--- config.mk ---
export PLATFORM = sky130hd
export DESIGN_NAME = fb_writer
export DESIGN_NICKNAME = d
export VERILOG_FILES = /design/src/rtl/fb_writer.sv
export SDC_FILE = /design/constraint.sdc
export NUM_CORES = 1
export LEC_CHECK = 0
export CAP_MARGIN = 25
export CORE_MARGIN = 3
export CORE_UTILIZATION = 40
export CTS_CLUSTER_DIAMETER = 120
export CTS_CLUSTER_SIZE = 20
export DETAILED_ROUTE_END_ITERATION = 6
export PLACE_DENSITY_LB_ADDON = 0.08
export SLEW_MARGIN = 5
export SYNTH_ARGS = -nofsm -noshare
export SYNTH_HDL_FRONTEND = slang
export SYNTH_SLANG_ARGS = --single-unit
export TNS_END_PERCENT = 1
--- constraint.sdc ---
create_clock -name inp_clock -period 2.65 [get_ports inp_clock]
set_input_delay 0.265 -clock inp_clock [delete_from_list [all_inputs] [get_ports inp_clock]]
set_output_delay 0.265 -clock inp_clock [all_outputs]
set_load 0.005 [all_outputs]
--- src/rtl/fb_writer.sv ---
// Framebuffer write feeder: buffers host pixel commands in a FIFO and turns them into
// single-cycle byte writes (addressed writes and colour fills). Optional macro FB_WRITER_VBLANK_ONLY_EN.
module fb_writer #(
    parameter int PIXEL_COUNT = 76800,
    parameter int FIFO_DEPTH  = 8
) (
    input  logic        inp_clock,
    input  logic        inp_reset,
    input  logic        inp_cmd_valid,
    output logic        out_cmd_ready,
    input  logic [1:0]  inp_cmd_op,
    input  logic [16:0] inp_cmd_arg,
    input  logic        inp_display_active,
    output logic        out_wr_enable,
    output logic [16:0] out_wr_address,
    output logic [7:0]  out_wr_data,
    output logic        out_busy
);

    localparam int PTR_W = $clog2(FIFO_DEPTH);
    localparam int CNT_W = PTR_W + 1;
    localparam logic [CNT_W-1:0] FULL_CNT  = CNT_W'(FIFO_DEPTH);
    localparam logic [16:0]      PIX_CNT   = 17'(PIXEL_COUNT);
    localparam logic [16:0]      LAST_ADDR = 17'(PIXEL_COUNT - 1);

    localparam logic [1:0] OP_SET_ADDR  = 2'd0;
    localparam logic [1:0] OP_WRITE     = 2'd1;
    localparam logic [1:0] OP_SET_COLOR = 2'd2;
    localparam logic [1:0] OP_FILL      = 2'd3;

    typedef enum logic [1:0] {
        ST_IDLE = 2'd0,
        ST_EXEC = 2'd1,
        ST_FILL = 2'd2
    } state_t;

    function automatic logic [16:0] wrap_inc(input logic [16:0] a);
        if (a == LAST_ADDR) begin
            return 17'd0;
        end else begin
            return a + 17'd1;
        end
    endfunction

    logic [18:0]      mem_q [FIFO_DEPTH];
    logic [PTR_W-1:0] wr_ptr_q, wr_ptr_d;
    logic [PTR_W-1:0] rd_ptr_q, rd_ptr_d;
    logic [CNT_W-1:0] count_q, count_d;

    state_t      state_q, state_d;
    logic [18:0] cmd_q, cmd_d;
    logic [16:0] addr_q, addr_d;
    logic [7:0]  colour_q, colour_d;
    logic [16:0] remaining_q, remaining_d;
    logic        wr_en_q, wr_en_d;
    logic [16:0] wr_addr_q, wr_addr_d;
    logic [7:0]  wr_data_q, wr_data_d;

    logic        push_s, pop_s, write_ok_s;
    logic [1:0]  cmd_op_s;
    logic [16:0] cmd_arg_s;

`ifdef FB_WRITER_VBLANK_ONLY_EN
    assign write_ok_s = ~inp_display_active;
`else
    logic unused_display_s;
    assign unused_display_s = inp_display_active;
    assign write_ok_s       = 1'b1;
`endif

    // Ready is held low during reset so nothing can be accepted while the FIFO is being cleared.
    assign out_cmd_ready = inp_reset & (count_q != FULL_CNT);
    assign push_s        = inp_cmd_valid & out_cmd_ready;
    assign pop_s         = (state_q == ST_IDLE) & (count_q != '0);
    assign cmd_op_s      = cmd_q[18:17];
    assign cmd_arg_s     = cmd_q[16:0];

    assign out_wr_enable  = wr_en_q;
    assign out_wr_address = wr_addr_q;
    assign out_wr_data    = wr_data_q;
    assign out_busy       = (count_q != '0) | (state_q != ST_IDLE);

    // FIFO storage; contents are only meaningful between the pointers, so no reset needed.
    always_ff @(posedge inp_clock) begin
        if (push_s) begin
            mem_q[wr_ptr_q] <= {inp_cmd_op, inp_cmd_arg};
        end
    end

    // FIFO pointer and occupancy next-state.
    always_comb begin
        wr_ptr_d = wr_ptr_q;
        rd_ptr_d = rd_ptr_q;
        count_d  = count_q;
        if (push_s) begin
            wr_ptr_d = wr_ptr_q + PTR_W'(1);
        end else begin
            wr_ptr_d = wr_ptr_q;
        end
        if (pop_s) begin
            rd_ptr_d = rd_ptr_q + PTR_W'(1);
        end else begin
            rd_ptr_d = rd_ptr_q;
        end
        case ({push_s, pop_s})
            2'b10:   count_d = count_q + CNT_W'(1);
            2'b01:   count_d = count_q - CNT_W'(1);
            default: count_d = count_q;
        endcase
    end

    // State register: FIFO control, engine state and registered write port.
    always_ff @(posedge inp_clock or negedge inp_reset) begin
        if (!inp_reset) begin
            wr_ptr_q    <= '0;
            rd_ptr_q    <= '0;
            count_q     <= '0;
            state_q     <= ST_IDLE;
            cmd_q       <= 19'd0;
            addr_q      <= 17'd0;
            colour_q    <= 8'd0;
            remaining_q <= 17'd0;
            wr_en_q     <= 1'b0;
            wr_addr_q   <= 17'd0;
            wr_data_q   <= 8'd0;
        end else begin
            wr_ptr_q    <= wr_ptr_d;
            rd_ptr_q    <= rd_ptr_d;
            count_q     <= count_d;
            state_q     <= state_d;
            cmd_q       <= cmd_d;
            addr_q      <= addr_d;
            colour_q    <= colour_d;
            remaining_q <= remaining_d;
            wr_en_q     <= wr_en_d;
            wr_addr_q   <= wr_addr_d;
            wr_data_q   <= wr_data_d;
        end
    end

    // Engine next-state: decode popped command, advance address, count down fills.
    always_comb begin
        state_d     = state_q;
        cmd_d       = cmd_q;
        addr_d      = addr_q;
        colour_d    = colour_q;
        remaining_d = remaining_q;
        case (state_q)
            ST_IDLE: begin
                if (pop_s) begin
                    cmd_d   = mem_q[rd_ptr_q];
                    state_d = ST_EXEC;
                end else begin
                    state_d = ST_IDLE;
                end
            end
            ST_EXEC: begin
                case (cmd_op_s)
                    OP_SET_ADDR: begin
                        addr_d  = (cmd_arg_s < PIX_CNT) ? cmd_arg_s : 17'd0;
                        state_d = ST_IDLE;
                    end
                    OP_WRITE: begin
                        if (write_ok_s) begin
                            addr_d  = wrap_inc(addr_q);
                            state_d = ST_IDLE;
                        end else begin
                            state_d = ST_EXEC;
                        end
                    end
                    OP_SET_COLOR: begin
                        colour_d = cmd_arg_s[7:0];
                        state_d  = ST_IDLE;
                    end
                    OP_FILL: begin
                        if (cmd_arg_s == 17'd0) begin
                            state_d = ST_IDLE;
                        end else begin
                            remaining_d = cmd_arg_s;
                            state_d     = ST_FILL;
                        end
                    end
                    default: state_d = ST_IDLE;
                endcase
            end
            ST_FILL: begin
                if (write_ok_s) begin
                    addr_d      = wrap_inc(addr_q);
                    remaining_d = remaining_q - 17'd1;
                    if (remaining_q == 17'd1) begin
                        state_d = ST_IDLE;
                    end else begin
                        state_d = ST_FILL;
                    end
                end else begin
                    state_d = ST_FILL;
                end
            end
            default: state_d = ST_IDLE;
        endcase
    end

    // Write-port next values; address/data hold their last value between strobes.
    always_comb begin
        wr_en_d   = 1'b0;
        wr_addr_d = wr_addr_q;
        wr_data_d = wr_data_q;
        case (state_q)
            ST_EXEC: begin
                if ((cmd_op_s == OP_WRITE) && write_ok_s) begin
                    wr_en_d   = 1'b1;
                    wr_addr_d = addr_q;
                    wr_data_d = cmd_arg_s[7:0];
                end else begin
                    wr_en_d = 1'b0;
                end
            end
            ST_FILL: begin
                if (write_ok_s) begin
                    wr_en_d   = 1'b1;
                    wr_addr_d = addr_q;
                    wr_data_d = colour_q;
                end else begin
                    wr_en_d = 1'b0;
                end
            end
            default: wr_en_d = 1'b0;
        endcase
    end

endmodule

; Word-level counts from Yosys, hierarchy flattened
; Memories as Yosys holds them, arrays and structs flattened. A register that Yosys moved wholly into a read port is not among the register bits.
; Cells that the tools add are included.
; W data, S select, Z words.
[totals]
register_bits = 80
mem_bits_rw = 152
output_inout_bits = 28
wordCells = 71
n_memories = 1
[memory_table]
columns = name, depth, word_bits, rd, rd_clocked_by_memory_dff, write_ports, line_no
row1 = mem_q, 8, 19, 1, 1, 1, 45  ; logic [18:0] mem_q [FIFO_DEPTH];
[op_classes]
addsub = 6
order_cmp = 1
eq_ne = 14
mux = 21
bitwise = 4
n_reduce_logical = 14
[op_table]
columns = cell, n
row1 = $pmux W17 S2, 4
row2 = $mux W17, 5
row3 = $add A17 B1 Y17 const B, 1
row4 = $eq A17 B1 Y1 const B, 1
row5 = $eq A17 B17 Y1 const B, 1
row6 = $logic_not A17 Y1, 1
row7 = $lt A17 B17 Y1 const B, 1
row8 = $sub A17 B1 Y17 const B, 1
row9 = $pmux W8 S2, 1
row10 = $eq A2 B2 Y1 const B, 4
row11 = $mux W8, 1
row12 = $pmux W4 S2, 1
row13 = $reduce_and A2 Y1, 4
row14 = $add A3 B1 Y3 const B, 2
row15 = $eq A2 B1 Y1 const B, 3
row16 = $ne A2 B2 Y1 const B, 3
row17 = $pmux W2 S3, 1
row18 = $reduce_bool A2 Y1, 3
row19 = $add A4 B1 Y4 const B, 1
row20 = $logic_not A2 Y1, 2
row21 = $mux W1, 4
row22 = $mux W2, 2
row23 = $ne A4 B4 Y1 const B, 1
row24 = $pmux W2 S2, 1
row25 = 9 further kinds, 11

; Longest topological paths before layout
; Gate-level depths: netlist of the first run.
[depth]
ltp_word = 5
ltp_mapped = 12
ltp_nobuf = 11

; Least setup slack after synthesis of the first run
; No wires, ideal clock.
[synth_timing]
kind = reg-to-reg
from = register count_q[1]
to = memory mem_q[0][0] (enable)
setup_ps = 419
t_arrival_ps = 2540
path_slack_ps = -309
stages_incl_launch_ff = 7
n_path_buf = 1
synth_period_minus_slack_ps = 2959
path_cell_list = dfrtp_1 -> clkbuf_1 -> nor3_1 -> a21boi_0 -> and2_1 -> nand2b_1 -> nor3_1
[synth_via]
elab_chain_len = 5
[synth_lines]
columns = item, line_no
row1 = "start, declared", 48  ; logic [CNT_W-1:0] count_q, count_d;
row2 = "start signal, assigned", 129  ; count_q <= count_d;
row3 = $ne A4 B4 Y1, 72  ; assign out_cmd_ready = inp_reset & (count_q != FULL_CNT);
row4 = $and A1 B1 Y1, 72
row5 = net out_cmd_ready, 10  ; output logic out_cmd_ready,
row6 = $and A1 B1 Y1, 73  ; assign push_s = inp_cmd_valid & out_cmd_ready;
row7 = $mux W1, 85  ; if (push_s) begin
row8 = $mux W1 (implied by the code), 86  ; mem_q[wr_ptr_q] <= {inp_cmd_op, inp_cmd_arg};
row9 = "end, declared", 45
; The timed path passes the listed nets, and every way through them passes these cells.

; Worst setup path after layout of the first run
[layout_timing]
from = register count_q[2]
to = register count_q[2]
[layout_via]
elab_chain_len = 5
[layout_lines]
columns = item, line_no
row1 = $ne A4 B4 Y1, 72
row2 = $and A1 B1 Y1, 72
row3 = $and A1 B1 Y1, 73
row4 = $eq A2 B1 Y1 or $eq A2 B2 Y1 (tied branches), 105  ; case ({push_s, pop_s})
row5 = $pmux W4 S2 or $reduce_bool A2 Y1 (tied branches), n/a
; Parallel ways exist; a longest one is shown, timed or not.
; A chain may end at the register's enable or synchronous reset.

==> results of run 1 <==
## worst max-delay path: stages, from the launching register on
cell                       delay [ps]
sky130_fd_sc_hd__dfrtp_1          480
sky130_fd_sc_hd__nor3_1            70
sky130_fd_sc_hd__a21boi_1         230
sky130_fd_sc_hd__and2_1           250
sky130_fd_sc_hd__inv_1            120
sky130_fd_sc_hd__ha_1             270
sky130_fd_sc_hd__xor2_1           180
sky130_fd_sc_hd__ha_1             190
sky130_fd_sc_hd__a21oi_1          150
sky130_fd_sc_hd__xor2_1           150
sky130_fd_sc_hd__nor2_1            60
sky130_fd_sc_hd__xor2_1           140
## worst max path at each step
| stage | endpoint | slack, ps | depth (start not counted) |
|---|---|---|---|
| 4_1_cts | count_q[2] | 150 | 11 |
| 3_3_place_gp | count_q[2] | 240 | 11 |
| 3_5_place_dp | count_q[2] | 170 | 11 |
| 2_1_floorplan | mem_q[1][0] | -290 | 6 |
| 6_report | count_q[2] | 250 | 11 |
| 5_1_grt | count_q[2] | -6 | 11 |
## timing repair
item	in CTS	in global routing
endpoints found under the hold margin	51	0
hold buffers	1	0
setup endpoints to repair	0	1
resized for setup	0	3
## cell type report
type | instances | area, um2
multi-input combinational | 432 | 3540
timing repair buffer | 83 | 796
clock inverter | 2 | 27.5
tap | 335 | 419
clock buffer | 24 | 430
sequential | 251 | 7040
inverter | 20 | 75.1
fill | 2293 | 14000
## sequential cells by signal (all words and copies together), names as in the netlist
register and flops:
state_q 2, wr_ptr_q 3, count_q 4, remaining_q 17
rd_ptr_q 3, cmd_q 19, out_wr_data 8, out_wr_address 17
out_wr_enable 1, mem_q 152, colour_q 8, addr_q 17
## kinds of logic after synthesis
family	after synthesis	share of synthesized area [%]
XOR/XNOR	8	0.647
adder cells (fa/ha/maj)	12	1.39
AO/OA/AOI/OAI	122	8.06
AND/OR/NAND/NOR	205	9.94
buffers and inverters	54	2.35
multiplexers	85	12.5
flip-flops	251	65.1
## metal layers
layer	global-route usage, %	part of all wire [%]
met3	2.39	2.7
met1	22.0	45
met4	4.55	2.6
met5	0	0
met2	28.6	50
## power groups by stage
| stage | Clock [W] | Sequential, W | Combinational [W] |
|---|---|---|---|
| floorplan | 0 | 0.00570 | 0.00377 |
| global placement | 0 | 0.00595 | 0.00532 |
| detailed placement | 0 | 0.00599 | 0.00543 |
| CTS | 0.00254 | 0.00591 | 0.00543 |
| global route | 0.00267 | 0.00605 | 0.00596 |
| finish | 0.00242 | 0.00591 | 0.00532 |
## cells in the mapped netlist, drive strengths merged, types with 16 or more instances
library cell	count
mux2	25
o21ai	56
buf	18
a21oi	21
nand3	16
dfrtp	99
inv	20
clkbuf	16
mux2i	22
edfxtp	152
nor2	36
nand2	80
mux4	38
nor3	19
## cell usage in the layout (no fill, tap or decap), drive strengths merged, types with 9 or more instances in the layout
cell / instances
a21oi: 21
a221oi: 9
buf: 34
clkbuf: 24
clkdlybuf4s50: 48
dfrtp: 99
edfxtp: 152
ha: 12
inv: 21
mux2: 25
mux2i: 22
mux4: 38
nand2: 80
nand3: 16
nor2: 36
nor3: 19
o21ai: 56
## stage by stage
stage	worst slack, ps	instances	power [W]	area [um2]	util (%)
final	254	1147	0.0137	12300	46.8
after detailed placement	170	1120	0.0114	11900	45.0
after CTS	151	1147	0.0139	12300	46.8
after global routing	-5.57	1147	0.0147	12300	46.8
after floorplan	-289	737	0.00947	10800	-
after global placement	240	1120	0.0113	11900	45.0
==> flow_summary.yaml, run 1 <==
outcome:
  outcome: "completed"
global_routing:
  overall_overflow_remaining_after_global_route: 0
  antenna_found_initial: 0
  grt_start_max_net_pins: 53
  grt_first_pass_wirelength_um: 37500
  grt_pass1_vias: 6567
  global_route_usage_sum_pct: 16.6
timing:
  hold_slack_ps: 451
  totalNegativeSetupSlack_ps: 0
  worst_slew_margin_relative_to_its_limit_pct: 54.3
  report.final.hold_viol_count: 0
  fmax_ghz: 0.417
  final_min_period_over_clock_period_pct: 90.4
  setup_viol: 0
  timing.final.max_slew_violations: 0
  fin_worst_skew_ps: 9.30
  max_slew.worst_pin.slew_ps: 685
  min_period_ps: 2400
power_and_ir_drop:
  peakVddDrop_v: 0.000569
  power.density_nw_per_um2: 1110
  switching_share_pct: 35.9
  power.sequential.fraction_pct: 43.3
  total_switching_power_w: 0.00490
  leakagePower_nw: 4.47
  internal_power_w: 0.00875
  clkPwrFrac_pct: 17.7
  comb_power_share_pct: 39.0
setup_path:
  reg2reg_setup_slack_ps: 250
  timing.critical_path.arrival_ps: 2780
  crit_start: "count_q[2]"
  cp-end-kind: "flop"
  worst-endpoint-required_ps: 3040
  r2r_start: "count_q[2]"
  worst_r2r_path_depth: 11
  setup.worst_path.start_class: "flop"
  reg2reg_to: "count_q[2]"
  worstPathMaxFanout: 6
  crit_type: "flop to flop"
floorplanning:
  die_width_um: 170
  die_area_um2: 29100
  initial_core_util_pct: 41.1
  placeableCoreArea_um2: 26400
  std_cell_rows: 59
  die_y_um: 170
  ios: 51
place:
  dp.final_hpwl_um: 15000
  place.gp.congestion: 0.914
  io_buffers: 49
logic_synthesis:
  synth_top_cell_by_area: "sky130_fd_sc_hd__edfxtp_1"
  ys_ff_latch: 251
  syn-instance-count: 737
  avgSynthCellArea_um2: 14.7
  synthesis.nets: 772
  yosysWarningCount: 0
  synthDistinctLibCells: 69
  post_synth_main_area_contributors: "sky130_fd_sc_hd__edfxtp_1 (42%), sky130_fd_sc_hd__dfrtp_1 (23%), sky130_fd_sc_hd__mux4_2 (7.9%), sky130_fd_sc_hd__nand2_1 (2.7%), sky130_fd_sc_hd__mux2_2 (2.6%)"
  syn-cell-area_um2: 10800
  synth_edf_count: 152
  ys_async_sr_fraction_pct: 39.4
  synth_sequential_area_ratio_pct: 65.1
  yosysTopAreaCellShare_pct: 42.2
  synth_flop_cell: "sky130_fd_sc_hd__edfxtp_1"
cts:
  cts.sinks: 251
  cts_tree: "done"
  cts.repair_timing.setup_buffer_count: 0
  clock_tree.root_cell: "sky130_fd_sc_hd__clkbuf_16"
  clockBufferDepth: 3
  clkLatencyLatePin_ps: 500
  number_of_clock_buffers_inserted_by_tritoncts: 16
  cts_max_level: 1
  cts.reportedPaths.clkPinSlew_ps: 80
final_layout:
  nets: 839
  syn_to_final_growth_pct: 14.0
  diodes: 0
  post_route_cells_drive_above_1_share_pct: 19.1
route:
  remaining_drc_errors: 0
  drt_wl_total_um: 23200
  detail-route-antenna-nets: 0
  vias_per_cell: 5.45
  detailroute.via_count: 6250
  wl_per_cell_um: 20.2
  detailedRoute.firstPassIterationCount: 4
  detailedRoute.firstIterationViolations: 364
hold_path:
  min-delay-path-class: "primary input to async pin"
flow_run:
  cap_violations: 0
Note: power is estimated with default switching activity, not from simulation.
==> inputs of run 2 (changes only) <==
==> constraint.sdc (replaced) <==
create_clock -name inp_clock -period 2.65 [get_ports inp_clock]
set_input_delay 0.265 -clock inp_clock [delete_from_list [all_inputs] [get_ports inp_clock]]
set_output_delay 0.265 -clock inp_clock [all_outputs]
set_load 0.02 [all_outputs]
==> run 2 against run 1 <==
Fmax down 1.1%. Worst setup slack lost 27 ps. Routed wire length down 0.25%. Sequential cell count unchanged. Utilization shrank 0.090 points. Die area did not move. Register-to-register slack worse by 30 ps. Critical path depth unchanged. Final area decreased by 0.19%. Non-clock buffer count down 1.
==> flow_summary.yaml, run 2 (synthesized netlist as in run 1, its figures left out) <==
cts:
  cts.reportedPaths.clkPinSlew_ps: 90
  number_of_clock_buffers_inserted_by_tritoncts: 16
  clockBufferDepth: 3
  clkLatencyLatePin_ps: 500
  cts_max_level: 1
  cts_tree: "done"
  clock_tree.root_cell: "sky130_fd_sc_hd__clkbuf_16"
  cts.sinks: 251
  cts.repair_timing.setup_buffer_count: 0
route:
  wl_per_cell_um: 20.2
  drt_wl_total_um: 23100
  detailedRoute.firstPassIterationCount: 4
  detail-route-antenna-nets: 0
  remaining_drc_errors: 0
  vias_per_cell: 5.52
  detailedRoute.firstIterationViolations: 329
  detailroute.via_count: 6326
setup_path:
  cp-end-kind: "flop"
  reg2reg_setup_slack_ps: 230
  worst_r2r_path_depth: 11
  worstPathMaxFanout: 6
  worst-endpoint-required_ps: 3030
  reg2reg_to: "count_q[2]"
  setup.worst_path.start_class: "flop"
  crit_type: "flop to flop"
  r2r_start: "count_q[0]"
  timing.critical_path.arrival_ps: 2800
final_layout:
  diodes: 0
  fillers: 2283
  layoutNonFillerInstCount: 1145
  mostFrequentLayoutCell: "sky130_fd_sc_hd__edfxtp_1"
  reg_top3: "mem_q: 152 flops, cmd_q: 19 flops"
  final_area_um2: 12300
  top_library_cells_by_usage_in_the_layout_fill_and_taps_aside: "sky130_fd_sc_hd__edfxtp_1 (152), sky130_fd_sc_hd__dfrtp_1 (97), sky130_fd_sc_hd__nand2_1 (79)"
  syn_to_final_growth_pct: 13.8
  nets: 838
  post_route_cells_drive_above_1_share_pct: 19.0
  largest-register: "mem_q"
  largest_reg_flops: 152
floorplanning:
  ios: 51
  initial_core_util_pct: 41.1
  placeableCoreArea_um2: 26400
  die_area_um2: 29100
  std_cell_rows: 59
  die_y_um: 170
  die_width_um: 170
outcome:
  outcome: "completed"
timing:
  min_period_ps: 2420
  unrepaired_setup_endpoints_after_global_routing: "false"
  final_min_period_over_clock_period_pct: 91.4
  report.final.hold_viol_count: 0
  setup_viol: 0
  timing.final.max_slew_violations: 0
  fmax_ghz: 0.413
  totalNegativeSetupSlack_ps: 0
  fin_worst_skew_ps: 12.0
  worst_slew_margin_relative_to_its_limit_pct: 54.9
  max_slew.worst_pin.slew_ps: 676
power_and_ir_drop:
  power.density_nw_per_um2: 1120
  comb_power_share_pct: 40.6
  peakVddDrop_v: 0.000495
  power.sequential.fraction_pct: 41.9
  leakagePower_nw: 4.46
  clkPwrFrac_pct: 17.4
  switching_share_pct: 37.0
  internal_power_w: 0.00872
  total_switching_power_w: 0.00513
place:
  placedInstanceArea_um2: 11800
  dp.final_hpwl_um: 14700
  place.gp.congestion: 0.872
  io_buffers: 49
  place.detailed.instances: 1119
global_routing:
  grt_first_pass_wirelength_um: 36900
  global_route_usage_sum_pct: 16.3
  overall_overflow_remaining_after_global_route: 0
  grt_start_max_net_pins: 54
  grt_pass1_vias: 6564
  antenna_found_initial: 0
hold_path:
  min-delay-path-class: "primary input to async pin"
flow_run:
  cap_violations: 0
run 2: area by class of cell:
cell class / count / area, um2 / share of cell area, %
multi-input combinational: 432 / 3540 / 28.8
sequential: 251 / 7040 / 57.2
inverter: 20 / 75.1 / 0.610
clock buffer: 23 / 427 / 3.47
timing repair buffer: 82 / 776 / 6.30
tap: 335 / 419 / 3.40
clock inverter: 2 / 27.5 / 0.224
run 2: repair_timing:
| item | 4_1_cts | 5_1_grt |
|---|---|---|
| hold buffers | 1 | 0 |
| gates resized for setup | 0 | 3 |
| setup endpoints to repair | 0 | 2 |
| hold endpoints to repair | 46 | 0 |
run 2: worst max-delay path, stage by stage, from the launching register on:
cell and delay, ps:
sky130_fd_sc_hd__dfrtp_1 480, sky130_fd_sc_hd__nor3_1 90, sky130_fd_sc_hd__a21boi_1 200, sky130_fd_sc_hd__and2_1 230, sky130_fd_sc_hd__inv_1 110, sky130_fd_sc_hd__ha_1 270
sky130_fd_sc_hd__xor2_1 180, sky130_fd_sc_hd__ha_1 190, sky130_fd_sc_hd__a21oi_1 150, sky130_fd_sc_hd__xor2_1 180, sky130_fd_sc_hd__nor2_1 70, sky130_fd_sc_hd__xor2_1 140
run 2: through the flow:
stage | utilization [%] | setup WS (ps) | total power [W] | hold slack [ps]
after global placement | 44.9 | 228 | 0.0114 | 433
after global routing | 46.7 | 10.9 | 0.0148 | 478
after CTS | 46.7 | 166 | 0.0140 | 454
final | 46.7 | 227 | 0.0138 | 439
after floorplan | - | -173 | 0.00966 | -30.6
after detailed placement | 44.9 | 181 | 0.0116 | 447
run 2: how the worst max path moves through the flow:
stage / startpoint / to / slack, ps / cells past startpoint
2_1_floorplan: count_q[1] / mem_q[2][0] / -170 / 6
3_3_place_gp: count_q[1] / count_q[2] / 230 / 11
3_5_place_dp: count_q[1] / count_q[2] / 180 / 11
4_1_cts: count_q[1] / count_q[2] / 170 / 11
5_1_grt: count_q[0] / count_q[2] / 10 / 11
6_report: count_q[0] / count_q[2] / 230 / 11
run 2: metal layers:
metal | wire, um | GRT usage [%] | up-vias
met1 | 10200 | 21.5 | 3219
met4 | 719 | 5.33 | 0
li1 | - | - | 2935
met5 | 0 | 0 | -
met2 | 11500 | 27.7 | 134
met3 | 726 | 2.39 | 38
run 2: power by group through the flow:
stage                     clock, W  combinational [W]  sequential (W)
after floorplan                  0            0.00378         0.00588
after global placement           0            0.00557         0.00583
after detailed placement         0            0.00569         0.00589
after CTS                  0.00253            0.00571         0.00580
after global routing       0.00266            0.00623         0.00593
final                      0.00242            0.00563         0.00581
